<file path="src/rtl/mc_pkg.sv">
// mc_pkg: shared types and constants for the machine-control sequencer.
//   state_t       : controller state, fixed 2-bit encoding
//   ERR_INACTIVE  : idle level of a motor error input (active high)
//   SENS_INACTIVE : idle level of a fail sensor input (active low)
package mc_pkg;

  typedef enum logic [1:0] {
    INIT    = 2'b00,
    STAGGER = 2'b01,
    RUN     = 2'b10,
    FAULT   = 2'b11
  } state_t;

  localparam logic ERR_INACTIVE  = 1'b0;
  localparam logic SENS_INACTIVE = 1'b1;

endpackage

</file>
<file path="src/rtl/machine_control_seq_if.sv">
// machine_control_seq_if: operator/plant signal bundle of the machine controller.
//   mot_err     : per-motor error, active high, asynchronous
//   fail_sens_n : fail sensors, active low, asynchronous
//   start/stop/fault_ack : operator commands, level sampled
//   mot_ena     : motor enables
//   led_green/led_red : status LEDs
//   fault_src   : latched fault sources {sensors, motors}
// master drives the plant/operator side, slave is the controller.
interface machine_control_seq_if #(
  parameter int N_MOT  = 5,
  parameter int N_SENS = 3
);
  logic [N_MOT-1:0]        mot_err;
  logic [N_SENS-1:0]       fail_sens_n;
  logic                    start;
  logic                    stop;
  logic                    fault_ack;
  logic [N_MOT-1:0]        mot_ena;
  logic                    led_green;
  logic                    led_red;
  logic [N_MOT+N_SENS-1:0] fault_src;

  modport master (
    output mot_err, fail_sens_n, start, stop, fault_ack,
    input  mot_ena, led_green, led_red, fault_src
  );

  modport slave (
    input  mot_err, fail_sens_n, start, stop, fault_ack,
    output mot_ena, led_green, led_red, fault_src
  );
endinterface

</file>
<file path="src/rtl/mc_debounce.sv">
// mc_debounce: 2-FF synchroniser followed by a per-bit stability counter.
// A bit's output takes the new level after DEBOUNCE_CYC consecutive
// synchronised samples that differ from it; any matching sample restarts
// the count.
//   clk, rst_n : clock, asynchronous active-low reset
//   din        : raw asynchronous inputs
//   dout       : debounced outputs (reset to RST_VAL)
module mc_debounce #(
  parameter int                WIDTH        = 1,
  parameter int                DEBOUNCE_CYC = 4,
  parameter logic [WIDTH-1:0]  RST_VAL      = '0
) (
  input  logic             clk,
  input  logic             rst_n,
  input  logic [WIDTH-1:0] din,
  output logic [WIDTH-1:0] dout
);

  localparam int             CW      = (DEBOUNCE_CYC > 1) ? $clog2(DEBOUNCE_CYC) : 1;
  localparam logic [CW-1:0]  CNT_MAX = CW'(DEBOUNCE_CYC - 1);

  logic [WIDTH-1:0] sync1;
  logic [WIDTH-1:0] sync2;

  // NOTE: non-blocking assignments make sync1 -> sync2 a real two-stage
  // pipeline; blocking ones would collapse it into a single flop.
  always_ff @(posedge clk or negedge rst_n) begin
    if (!rst_n) begin
      sync1 <= RST_VAL;
      sync2 <= RST_VAL;
    end else begin
      sync1 <= din;
      sync2 <= sync1;
    end
  end

  for (genvar i = 0; i < WIDTH; i++) begin : g_bit
    logic [CW-1:0] cnt;
    logic          deb;

    always_ff @(posedge clk or negedge rst_n) begin
      if (!rst_n) begin
        cnt <= '0;
        deb <= RST_VAL[i];
      end else if (sync2[i] == deb) begin
        cnt <= '0;
      end else if (cnt == CNT_MAX) begin
        deb <= sync2[i];
        cnt <= '0;
      end else begin
        cnt <= cnt + CW'(1);
      end
    end

    assign dout[i] = deb;
  end

endmodule

</file>
<file path="src/rtl/machine_control_seq.sv">
// machine_control_seq: top-level sequencer for N_MOT motors and N_SENS
// active-low fail sensors. Faults are debounced, motors are started one
// every START_GAP cycles, and faults latch with a source snapshot until
// acknowledged while the sources are clear.
//   clk, rst_n : clock, asynchronous active-low reset
//   bus        : machine_control_seq_if.slave (inputs, enables, LEDs, sources)
// Build option: define MC_LED_BLINK_EN to blink the green LED during
// STAGGER and the red LED while an active fault is present.
module machine_control_seq
  import mc_pkg::*;
#(
  parameter int N_MOT        = 5,
  parameter int N_SENS       = 3,
  parameter int DEBOUNCE_CYC = 4,
  parameter int START_GAP    = 8,
  parameter int BLINK_DIV    = 16
) (
  input  logic                  clk,
  input  logic                  rst_n,
  machine_control_seq_if.slave  bus
);

  localparam int               NW      = N_MOT + N_SENS;
  localparam int               GW      = (START_GAP > 1) ? $clog2(START_GAP) : 1;
  localparam logic [GW-1:0]    GAP_MAX = GW'(START_GAP - 1);
  localparam logic [N_MOT-1:0] ALL_ON  = '1;

  logic [N_MOT-1:0]  deb_err;
  logic [N_SENS-1:0] deb_sens;
  logic [NW-1:0]     flt_vec;
  logic              fault;

  mc_debounce #(
    .WIDTH(N_MOT), .DEBOUNCE_CYC(DEBOUNCE_CYC), .RST_VAL({N_MOT{ERR_INACTIVE}})
  ) u_deb_err (
    .clk(clk), .rst_n(rst_n), .din(bus.mot_err), .dout(deb_err)
  );

  mc_debounce #(
    .WIDTH(N_SENS), .DEBOUNCE_CYC(DEBOUNCE_CYC), .RST_VAL({N_SENS{SENS_INACTIVE}})
  ) u_deb_sens (
    .clk(clk), .rst_n(rst_n), .din(bus.fail_sens_n), .dout(deb_sens)
  );

  assign flt_vec = {~deb_sens, deb_err};
  assign fault   = |flt_vec;

  state_t           state_q, state_d;
  logic [N_MOT-1:0] ena_q, ena_d;
  logic [GW-1:0]    gap_q, gap_d;
  logic [NW-1:0]    src_q, src_d;
  logic             green_q, green_d;
  logic             red_q, red_d;
  logic             blink;

`ifdef MC_LED_BLINK_EN
  localparam int BW = $clog2(BLINK_DIV);
  logic [BW-1:0] blink_cnt;
  logic          blink_q;

  // Free-running: only reset clears it, state changes do not.
  always_ff @(posedge clk or negedge rst_n) begin
    if (!rst_n) begin
      blink_cnt <= '0;
      blink_q   <= 1'b0;
    end else if (blink_cnt == BW'(BLINK_DIV - 1)) begin
      blink_cnt <= '0;
      blink_q   <= ~blink_q;
    end else begin
      blink_cnt <= blink_cnt + BW'(1);
    end
  end

  assign blink = blink_q;
`else
  assign blink = 1'b1;
`endif

  // NOTE: every output of this block gets a default first, so no path
  // leaves a signal unassigned and no latch is inferred.
  always_comb begin
    state_d = state_q;
    ena_d   = ena_q;
    gap_d   = gap_q;
    src_d   = src_q;

    unique case (state_q)
      INIT: begin
        ena_d = '0;
        gap_d = '0;
        if (fault) begin
          state_d = FAULT;
          src_d   = flt_vec;
        end else if (!bus.stop && bus.start) begin
          ena_d   = N_MOT'(1);
          state_d = (ena_d == ALL_ON) ? RUN : STAGGER;
        end
      end

      STAGGER, RUN: begin
        if (fault) begin
          state_d = FAULT;
          ena_d   = '0;
          src_d   = flt_vec;
        end else if (bus.stop) begin
          state_d = INIT;
          ena_d   = '0;
        end else if (state_q == STAGGER) begin
          if (gap_q == GAP_MAX) begin
            // Thermometer fill: one more motor from bit 0 upward.
            ena_d = (ena_q << 1) | N_MOT'(1);
            gap_d = '0;
            if (ena_d == ALL_ON) state_d = RUN;
          end else begin
            gap_d = gap_q + GW'(1);
          end
        end
      end

      FAULT: begin
        ena_d = '0;
        src_d = src_q | flt_vec;
        if (bus.fault_ack && !fault) begin
          state_d = INIT;
          src_d   = '0;
        end
      end

      default: state_d = INIT;
    endcase

    // LEDs follow the state being entered so they change with MOT_ENA.
    green_d = (state_d == RUN) || ((state_d == STAGGER) && blink);
    red_d   = (state_d == FAULT) && (!fault || blink);
  end

  always_ff @(posedge clk or negedge rst_n) begin
    if (!rst_n) begin
      state_q <= INIT;
      ena_q   <= '0;
      gap_q   <= '0;
      src_q   <= '0;
      green_q <= 1'b0;
      red_q   <= 1'b0;
    end else begin
      state_q <= state_d;
      ena_q   <= ena_d;
      gap_q   <= gap_d;
      src_q   <= src_d;
      green_q <= green_d;
      red_q   <= red_d;
    end
  end

  assign bus.mot_ena   = ena_q;
  assign bus.led_green = green_q;
  assign bus.led_red   = red_q;
  assign bus.fault_src = src_q;

endmodule

</file>
<file path="src/flat_wrapper.sv">
// flat-port wrapper written by rule: the top's interface ports become plain ports
module machine_control_seq_flat import mc_pkg::*;
#(
  parameter int N_MOT        = 5,
  parameter int N_SENS       = 3,
  parameter int DEBOUNCE_CYC = 4,
  parameter int START_GAP    = 8,
  parameter int BLINK_DIV    = 16
)
  (clk, rst_n, bus_mot_err, bus_fail_sens_n, bus_start, bus_stop, bus_fault_ack, bus_mot_ena, bus_led_green, bus_led_red, bus_fault_src);
  machine_control_seq_if #(.N_MOT(N_MOT), .N_SENS(N_SENS)) bus_i ();
  input  logic clk;
  input  logic rst_n;
  input wire logic [$bits(bus_i.mot_err)-1:0] bus_mot_err;
  input wire logic [$bits(bus_i.fail_sens_n)-1:0] bus_fail_sens_n;
  input wire logic [$bits(bus_i.start)-1:0] bus_start;
  input wire logic [$bits(bus_i.stop)-1:0] bus_stop;
  input wire logic [$bits(bus_i.fault_ack)-1:0] bus_fault_ack;
  output wire logic [$bits(bus_i.mot_ena)-1:0] bus_mot_ena;
  output wire logic [$bits(bus_i.led_green)-1:0] bus_led_green;
  output wire logic [$bits(bus_i.led_red)-1:0] bus_led_red;
  output wire logic [$bits(bus_i.fault_src)-1:0] bus_fault_src;
  assign bus_i.mot_err = bus_mot_err;
  assign bus_i.fail_sens_n = bus_fail_sens_n;
  assign bus_i.start = bus_start;
  assign bus_i.stop = bus_stop;
  assign bus_i.fault_ack = bus_fault_ack;
  assign bus_mot_ena = bus_i.mot_ena;
  assign bus_led_green = bus_i.led_green;
  assign bus_led_red = bus_i.led_red;
  assign bus_fault_src = bus_i.fault_src;
  machine_control_seq #(.N_MOT(N_MOT), .N_SENS(N_SENS), .DEBOUNCE_CYC(DEBOUNCE_CYC), .START_GAP(START_GAP), .BLINK_DIV(BLINK_DIV)) u_core (.clk(clk), .rst_n(rst_n), .bus(bus_i));
endmodule
</file>
<file path="config.mk">
export PLATFORM = sky130hd
export DESIGN_NAME = machine_control_seq_flat
export DESIGN_NICKNAME = d
export VERILOG_FILES = /design/src/rtl/mc_pkg.sv /design/src/rtl/machine_control_seq_if.sv /design/src/rtl/mc_debounce.sv /design/src/rtl/machine_control_seq.sv /design/src/flat_wrapper.sv
export SDC_FILE = /design/constraint.sdc
export NUM_CORES = 1
export LEC_CHECK = 0
export CORE_MARGIN = 5
export CORE_UTILIZATION = 55
export DETAILED_ROUTE_END_ITERATION = 10
export MAX_ROUTING_LAYER = met4
export PLACE_DENSITY_LB_ADDON = 0.05
export SLEW_MARGIN = 20
export SYNTH_ARGS = -nofsm -noshare
export SYNTH_HDL_FRONTEND = slang
export SYNTH_SLANG_ARGS = --single-unit
</file>
<file path="constraint.sdc">
create_clock -name clk -period 2.3 [get_ports clk]
set_input_delay 0.46 -clock clk [delete_from_list [all_inputs] [get_ports clk]]
set_output_delay 0.46 -clock clk [all_outputs]
set_load 0.02 [all_outputs]
</file>
### After elaboration in Yosys (flattened, before gate mapping)

Index checks and enable logic that the tools add are counted.
W data, S select, Z words.

| cells by class | value |
|---|---|
| add/sub/neg operators | 9 |
| equal/unequal tests | 30 |
| multiplexer cells | 40 |
| bitwise logic cells | 10 |
| reduce and logical (&&, ||, !) cells | 20 |

Operators with widths:

| cell | count |
|---|---|
| $mux W2 | 24 |
| $mux W5 | 5 |
| $eq A2 B2 Y1 const B | 12 |
| $reduce_and A2 Y1 | 9 |
| $add A2 B1 Y2 const B | 8 |
| $mux W8 | 2 |
| $pmux W8 S2 | 1 |
| $pmux W5 S3 | 1 |
| $mux W3 | 4 |
| $eq A1 B1 Y1 | 8 |
| $ne A4 B2 Y1 const B | 2 |
| $not A1 Y1 | 8 |
| $or A8 B8 Y8 | 1 |
| $reduce_or A8 Y1 | 1 |
| $pmux W2 S3 | 1 |
| $pmux W3 S2 | 1 |
| $eq A2 B1 Y1 const B | 2 |
| $eq A4 B4 Y1 const B | 1 |
| $ne A2 B1 Y1 const B | 2 |
| $ne A2 B2 Y1 const B | 2 |
| $reduce_and A4 Y1 | 1 |
| $add A3 B1 Y3 const B | 1 |
| $eq A3 B3 Y1 const B | 1 |
| $not A3 Y3 | 1 |
| other kinds (8) | 10 |

| storage, ports and cells | value |
|---|---|
| bits in registers | 60 |
| bits of input ports | 13 |
| output and inout port bits | 15 |
| logic and storage cells | 135 |

### Logic depth before layout (Yosys ltp)

Gate-level depths: netlist of the first run.

| logic depth | value |
|---|---|
| depth after elaboration | 9 |
| gate-level depth with buffers | 7 |
| mapped depth without buffers | 7 |

### Modules after synthesis

From an unflattened synthesis of the first run, not the netlist that was laid out.

| unflattened totals | value |
|---|---|
| cell total of the unflattened synthesis | 189 |
| area total of the unflattened synthesis | 2,506.2 sq um |

Modules (own cells, without submodules):

| module | instances | cells each | area an instance (sq um) | seq. area each (sq um) |
|---|---|---|---|---|
| machine_control_seq | 1 | 101 | 1,038.5 | 500.5 |
| mc_debounce at u_core.u_deb_err | 1 | 55 | 909.6 | 625.6 |
| mc_debounce at u_core.u_deb_sens | 1 | 33 | 558.0 | 386.6 |

### Worst setup path after synthesis of the first run

No wires, ideal clock.

| timing path | value |
|---|---|
| path kind | flip-flop to flip-flop |
| start point | register u_core.u_deb_sens.g_bit[2].deb |
| end point | register u_core.green_q (netlist: u_core.bus.led_green) |
| setup time | 0.126 ns |
| arrival | 1.827 ns |
| required time | 2.174 ns |
| path slack | 0.348 ns |
| cell stages (with the launch flop) | 6 |
| buffers on the path | 0 |
| period minus slack after synthesis | 1.952 ns |
| cells stage by stage | dfstp_2 -> nor4b_4 -> nand3_1 -> a32o_1 -> o32a_1 -> ha_1 |

| on the way | value |
|---|---|
| cells in the longest elaborated chain, start to end | 8 |
| elaborated cells on any way between the ends | 11 |
| classes of those cells | eq/ne: 2; mux: 4; bitwise: 1; reduce/logical: 4 |

Ends and longest elaborated chain:

| what | line | source |
|---|---|---|
| start, declared | mc_debounce.sv:39 | `logic deb;` |
| start signal, assigned | mc_debounce.sv:44 | `deb <= RST_VAL[i];` |
| start signal, assigned | mc_debounce.sv:48 | `deb <= sync2[i];` |
| $not A3 Y3 * | machine_control_seq.sv:45 | `assign flt_vec = {~deb_sens, deb_err};` |
| $reduce_or A8 Y1 * | machine_control_seq.sv:46 | `assign fault = \|flt_vec;` |
| $logic_not A1 Y1 | machine_control_seq.sv:123 | `if (bus.fault_ack && !fault) begin` |
| $logic_and A1 B1 Y1 | machine_control_seq.sv:123 |  |
| $mux W2 | machine_control_seq.sv:123 |  |
| $pmux W2 S3 * | machine_control_seq.sv:87 | `unique case (state_q)` |
| $eq A2 B2 Y1 / $eq A2 B1 Y1 (equally long branches) | machine_control_seq.sv:133 | `green_d = (state_d == RUN) \|\| ((state_d == STAGGER) && blink);` |
| $logic_or A1 B1 Y1 * | machine_control_seq.sv:133 |  |
| via u_core.green_d | machine_control_seq.sv:52 | `logic green_q, green_d;` |
| end signal, assigned | machine_control_seq.sv:150 | `green_q <= green_d;` |
| end, declared | machine_control_seq.sv:52 |  |

Mark *: on every way through the listed nets, which the timed path passes. The rest lies on a longest branch.
A chain may end at the register's enable or synchronous reset.

### Worst setup path after layout of the first run

| timing path | value |
|---|---|
| start point | register u_core.u_deb_err.g_bit[1].deb |
| end point | register u_core.green_q (netlist: u_core.bus.led_green) |

| on the way | value |
|---|---|
| cells in the longest elaborated chain, start to end | 7 |
| elaborated cells on any way between the ends | 10 |
| classes of those cells | eq/ne: 2; mux: 4; reduce/logical: 4 |

Ends and longest elaborated chain:

| what | line |
|---|---|
| start, declared | mc_debounce.sv:39 |
| start signal, assigned | mc_debounce.sv:44 |
| start signal, assigned | mc_debounce.sv:48 |
| $reduce_or A8 Y1 * | machine_control_seq.sv:46 |
| $logic_not A1 Y1 | machine_control_seq.sv:123 |
| $logic_and A1 B1 Y1 | machine_control_seq.sv:123 |
| $mux W2 | machine_control_seq.sv:123 |
| $pmux W2 S3 * | machine_control_seq.sv:87 |
| $eq A2 B2 Y1 / $eq A2 B1 Y1 (equally long branches) | machine_control_seq.sv:133 |
| $logic_or A1 B1 Y1 * | machine_control_seq.sv:133 |
| via u_core.green_d | machine_control_seq.sv:52 |

Marked as above.

==> results of run 1 <==
==> critical path, cell delays in order, from the launching register on <==
cell and delay [ns]:
dfrtp_1 0.45, nor4b_4 0.45, nand3_1 0.18, a32o_1 0.31, o32a_1 0.34, ha_1 0.29
==> report_power, final <==
part / leakage (nW) / switching, mW / internal, mW
logic: 0.496 / 0.634 / 0.630
clock network: 0.105 / 0.391 / 0.551
registers: 0.719 / 0.248 / 1.41
==> area by class of cell <==
type | instances | area, sq um
fillers | 308 | 1330
inverters | 6 | 22.5
clock inverters | 4 | 48.8
well taps | 52 | 65.1
repair buffers | 31 | 295
flip-flops and latches | 60 | 1510
clock buffers | 11 | 151
multi-input cells | 114 | 872
==> through the flow <==
| stage | worst slack (ns) | power (mW) | hold slack (ns) |
|---|---|---|---|
| 6_report | 0.160 | 3.86 | 0.185 |
| 5_1_grt | 0.0838 | 4.13 | 0.238 |
| 4_1_cts | 0.176 | 3.91 | 0.198 |
| 3_5_place_dp | 0.176 | 2.94 | 0.338 |
| 3_3_place_gp | 0.242 | 2.84 | 0.333 |
| 2_1_floorplan | 0.348 | 2.48 | 0.164 |
==> registers in the layout, summed over array words and instances, names as in the netlist <==
name and flops:
u_core.u_deb_err.g_bit.cnt 10, u_core.bus.fault_src 8, u_core.u_deb_sens.g_bit.cnt 6, u_core.bus.mot_ena 5, u_core.u_deb_err.g_bit.deb 5, u_core.u_deb_err.sync1 5
u_core.u_deb_err.sync2 5, u_core.gap_q 3, u_core.u_deb_sens.g_bit.deb 3, u_core.u_deb_sens.sync1 3, u_core.u_deb_sens.sync2 3, u_core.state_q 2
u_core.bus.led_green 1, u_core.bus.led_red 1
==> synthesized netlist by cell type <==
library cell	instances	area share, %
nor3_1	10	2.1
mux2_2	10	4.7
a31oi_1	4	1.0
nand2_1	8	1.2
a21oi_2	1	0.36
and4bb_1	1	0.52
nand2_2	1	0.26
nand3_1	3	0.62
inv_1	6	0.93
nor2_1	8	1.2
or2_2	1	0.26
and2_1	3	0.78
clkbuf_1	2	0.31
a21oi_1	15	3.1
a32o_1	1	0.41
a211oi_1	1	0.31
nand4_1	1	0.26
nor4b_4	1	0.99
dfrtp_1	51	53
xnor2_1	5	1.8
nor3b_1	8	2.5
a31o_2	1	0.36
mux2i_1	1	0.41
o22ai_1	1	0.26
nor2b_1	5	1.3
o32a_1	2	0.83
ha_1	17	8.8
nand2b_1	2	0.52
dfstp_2	9	9.8
xor2_1	3	1.1
==> metal layers <==
layer | global-route usage (%) | part of all wire, % | up-vias | wire length, um
met5 | - | 0 | - | 0
li1 | - | - | 717 | -
met2 | 26.9 | 50 | 40 | 2200
met4 | 7.17 | 2.0 | 0 | 89
met3 | 8.39 | 6.0 | 13 | 264
met1 | 19.5 | 42 | 749 | 1820
==> repair_timing <==
action / in CTS / in global routing
hold buffers: 0 / 0
resized for setup: 0 / 1
endpoints found under the setup margin: 0 / 1
endpoints found under the hold margin: 0 / 0
==> worst max-delay path by stage <==
| stage | from | endpoint | cells after the start |
|---|---|---|---|
| 2_1_floorplan | u_core.u_deb_sens.g_bit[2].deb | u_core.bus.led_green | 5 |
| 3_5_place_dp | u_core.u_deb_sens.g_bit[2].deb | u_core.bus.led_green | 5 |
| 6_report | u_core.u_deb_err.g_bit[1].deb | u_core.bus.led_green | 5 |
| 3_3_place_gp | bus_fault_ack | u_core.bus.led_green | 5 |
| 5_1_grt | u_core.u_deb_err.g_bit[1].deb | u_core.bus.led_green | 5 |
| 4_1_cts | u_core.state_q[1] | u_core.bus.led_green | 7 |
==> cell families (layout without fill, tap and decap cells) <==
family	Yosys count	count (layout)	synth area share (%)
XOR/XNOR	8	8	2.90
adder cells (fa/ha/maj)	17	17	8.82
multiplexers	11	11	5.08
AO/OA/AOI/OAI	26	26	6.69
flip-flops	60	60	62.7
AND/OR/NAND/NOR	52	52	12.6
buffers and inverters	8	52	1.24
==> cell usage in the layout, fill, tap and decap left out <==
master / synthesis / final
nand3_1: 3 / 3
dfrtp_1: 51 / 51
o22ai_1: 1 / 1
a211oi_1: 1 / 1
a31oi_1: 4 / 4
a32o_1: 1 / 1
dfstp_2: 9 / 9
mux2_2: 10 / 10
xor2_1: 3 / 3
mux2i_1: 1 / 1
and4bb_1: 1 / 1
clkinv_2: 0 / 2
and2_1: 3 / 3
clkbuf_8: 0 / 11
nor3b_1: 8 / 8
clkdlybuf4s50_1: 0 / 26
buf_2: 0 / 1
xnor2_1: 5 / 5
bufinv_16: 0 / 1
nor3_1: 10 / 10
a21oi_2: 1 / 1
nor4b_4: 1 / 1
nor2_1: 8 / 8
buf_4: 0 / 4
clkinv_4: 0 / 1
o32a_1: 2 / 2
ha_1: 17 / 17
nand2b_1: 2 / 2
nand4_1: 1 / 1
a21oi_1: 15 / 15
nand2_2: 1 / 2
a31o_2: 1 / 1
nand2_1: 8 / 7
or2_2: 1 / 1
inv_1: 6 / 6
nor2b_1: 5 / 5
==> impl_metrics.tcl, run 1 <==
set metrics [dict create \
    avgSynthCellArea_sq_um 13.3 \
    maxSlewViolCount 0 \
    antenna_found_initial 0 \
    ios 28 \
    area_delta_synth_final_pct 23.0 \
    dp_hpwl_um 3190 \
    wirelength_um 4370 \
    startpoint_type "flip-flop" \
    cp_data_arrival_time_ns 2.37 \
    cp_max_fo 5 \
    placed_area_sq_um 2770 \
    critPathKind "reg -> reg" \
    clock_latency_ns 0.34 \
    cp-end-kind "flip-flop" \
    hold_viol 0 \
    avgRoutedWirePerCell_um 15.7 \
    ys_seq_area_share_pct 62.7 \
    p_leak_nw 1.32 \
    cts-root-buf "clkbuf_8" \
    ir_drop_mv 0.718 \
    grt_max_degree 37 \
    worst_slew_pin_slew_ns 0.744 \
    io_buffers 27 \
    cts_sinks 60 \
    synth-seq-cells 60 \
    setup_violations 0 \
    timing.rr.start "u_core.u_deb_err.g_bit[1].deb" \
    drt_iter0_drc 59 \
    cts_tree "yes" \
    num_vias 1519 \
    dieArea_sq_um 5810 \
    setup_tns_ns 0 \
    regToRegSetupSlack_ns 0.16 \
    worstRegToRegCells 5 \
    grt_overflow 0 \
    post-place-cells 263 \
    grt_pass1_vias 1606 \
    cp.required_ns 2.53 \
    cap_violations 0 \
    gp_congestion 0.982 \
    final_core_util_pct 69.1 \
    finClkSkew_ns 0.00774 \
    cts_buffer_depth 2 \
    rsz0062_at_grt "false" \
    synth_area_sq_um 2410 \
    dieHeight_um 76.2 \
    grt_usage_pct 17.5 \
    initial_core_util_pct 56.2 \
    htree_levels 3 \
    die_w_um 76.2 \
    cts_made_buffers 9 \
    firstDrtPassIters 4 \
    core_area_sq_um 4290 \
    detail-route-antenna-nets 0 \
    status "finished clean" \
    power_density_nw_per_um2 1300 \
    max_freq_mhz 467 \
    drc_errors 0 \
    synth_cell_type_count 30 \
    slew_headroom_pct 50.4 \
    syn_inst 182 \
    yosys_warnings 0 \
    grt_first_pass_wirelength_um 7590 \
    period_needed_ns 2.14 \
    syn-num-nets 212 \
    path_clk_slew_ns 0.07 \
    fin_cells 278 \
    reg2reg_to "u_core.bus.led_green" \
    design_area_sq_um 2970 \
    floorplan.rows 24 \
    num-nets-final 252 \
    cts_setup_buffers 0 \
    timing.final.crit_share_pct 93.0 \
    via_per_inst 5.46 \
    diodes 0 \
    drive_above_1_share_pct 19.9 \
    min_path_type "in -> async" \
]
No activity file was read; power rests on OpenSTA's default activity.
==> run 2, diff against run 1 <==
--- a/config.mk
+++ b/config.mk
@@ -8,7 +8,6 @@
 export CORE_MARGIN = 5
 export CORE_UTILIZATION = 55
 export DETAILED_ROUTE_END_ITERATION = 10
-export MAX_ROUTING_LAYER = met4
 export PLACE_DENSITY_LB_ADDON = 0.05
 export SLEW_MARGIN = 20
 export SYNTH_ARGS = -nofsm -noshare
==> impl_metrics.tcl, run 2 (synthesized netlist as in run 1, its figures left out) <==
set metrics [dict create \
    status "finished clean" \
    cts_made_buffers 9 \
    critPathKind "reg -> reg" \
    area_delta_synth_final_pct 23.0 \
    slew_headroom_pct 50.8 \
    crit_path_end "u_core.bus.led_green" \
    ir_drop_mv 0.716 \
    reg2reg_to "u_core.bus.led_green" \
    cap_violations 0 \
    final_common_cell "dfrtp_1" \
    gp_congestion 0.965 \
    finClkSkew_ns 0.00675 \
    dieArea_sq_um 5810 \
    firstDrtPassIters 4 \
    drt_iter0_drc 54 \
    seq_area_sq_um 1510 \
    num-nets-final 252 \
    timing.final.crit_share_pct 92.5 \
    dp_hpwl_um 3190 \
    regToRegSetupSlack_ns 0.17 \
    mostFrequentLayoutCells "51 x dfrtp_1, 26 x clkdlybuf4s50_1, 17 x ha_1" \
    startpoint_type "flip-flop" \
    floorplan.rows 24 \
    min_path_type "in -> async" \
    initial_core_util_pct 56.2 \
    cp-end-kind "flip-flop" \
    largest_reg_flops 10 \
    worstRegToRegCells 5 \
    timing.rr.start "u_core.u_deb_err.g_bit[1].deb" \
    cts_buffer_depth 2 \
    cp_max_fo 5 \
    grt_overflow 0 \
    antenna_found_initial 0 \
    clock_latency_ns 0.34 \
    htree_levels 3 \
    top_register "u_core.u_deb_err.g_bit.cnt" \
    final_core_util_pct 69.1 \
    p_leak_nw 1.32 \
    avgRoutedWirePerCell_um 15.8 \
    core_area_sq_um 4290 \
    cts_tree "yes" \
    worst_slew_pin_slew_ns 0.738 \
    ios 28 \
    cts-root-buf "clkbuf_8" \
    rsz0062_at_grt "false" \
    io_buffers 27 \
    via_per_inst 5.49 \
    power_density_nw_per_um2 1300 \
    cts_sinks 60 \
    grt_pass1_vias 1607 \
    grt_first_pass_wirelength_um 7600 \
    grt_max_degree 37 \
    cts_setup_buffers 0 \
    drc_errors 0 \
    diodes 0 \
    maxSlewViolCount 0 \
    period_needed_ns 2.13 \
    fin_hold_ws_ns 0.185 \
    die_w_um 76.2 \
    detail-route-antenna-nets 0 \
    wirelength_um 4390 \
    drive_above_1_share_pct 19.9 \
    setup_violations 0 \
    cp_data_arrival_time_ns 2.35 \
    hold_viol 0 \
    setup_tns_ns 0 \
    dieHeight_um 76.2 \
    path_clk_slew_ns 0.07 \
    num_vias 1527 \
    max_freq_mhz 470 \
    n_fill_cell 308 \
    cp-startpoint "u_core.u_deb_err.g_bit[1].deb" \
    multi_input_area_sq_um 872 \
    cp.required_ns 2.52 \
    grt_usage_pct 17.0 \
]
[run 2: cell counts in the layout (fill, tap and decap cells not counted)]
Identical to the previous run, type by type.
[run 2: routing by layer]
metal / share of wire [%] / GRT usage, % / vias to the layer above
met2: 51 / 26.8 / 45
met5: 0 / 0 / -
met4: 1.7 / 7.17 / 0
met1: 41 / 19.5 / 759
met3: 6.3 / 8.51 / 9
li1: - / - / 714
[run 2: repair_timing]
item	4_1_cts	5_1_grt
hold buffers	0	0
gates resized for setup	0	1
setup endpoints to repair	0	1
[run 2: cell type report]
cell class / instances / share of cell area, %
Timing Repair Buffer: 31 / 9.95
Clock inverter: 4 / 1.64
Inverter: 6 / 0.759
Tap cell: 52 / 2.19
Multi-Input combinational cell: 114 / 29.4
Clock buffer: 11 / 5.10
Sequential cell: 60 / 51.0
[run 2: through the flow]
step	setup WS [ns]	area, sq um	power (mW)	std cells
CTS	0.176	2970	3.91	278
floorplan	0.348	2410	2.48	182
global route	0.0842	2970	4.12	278
finish	0.173	2970	3.86	278
detailed placement	0.176	2770	2.94	263
global placement	0.242	2770	2.84	263
[run 2: how the worst min path moves through the flow]
stage | from | slack (ns) | endpoint | cells after the start
finish | rst_n | 0.19 | u_core.u_deb_err.g_bit[3].cnt[1] | 1
global placement | u_core.u_deb_err.sync1[0] | 0.33 | u_core.u_deb_err.sync2[0] | 0
detailed placement | u_core.u_deb_err.sync1[1] | 0.34 | u_core.u_deb_err.sync2[1] | 0
CTS | rst_n | 0.20 | u_core.u_deb_sens.g_bit[1].cnt[1] | 1
global route | rst_n | 0.24 | u_core.u_deb_err.sync2[3] | 1
floorplan | rst_n | 0.16 | u_core.bus.fault_src[0] | 0
[run 2: report_power, final]
part	total (mW)	switching, mW	internal (mW)
clock network	0.937	0.386	0.551
registers	1.65	0.249	1.41
logic	1.27	0.636	0.630
total	3.86	1.27	2.59
[run 2: worst max-delay path: stages, from the launching register on]
cell     delay [ns]
dfrtp_1        0.45
nor4b_4        0.45
nand3_1        0.17
a32o_1         0.31
o32a_1         0.34
ha_1           0.29
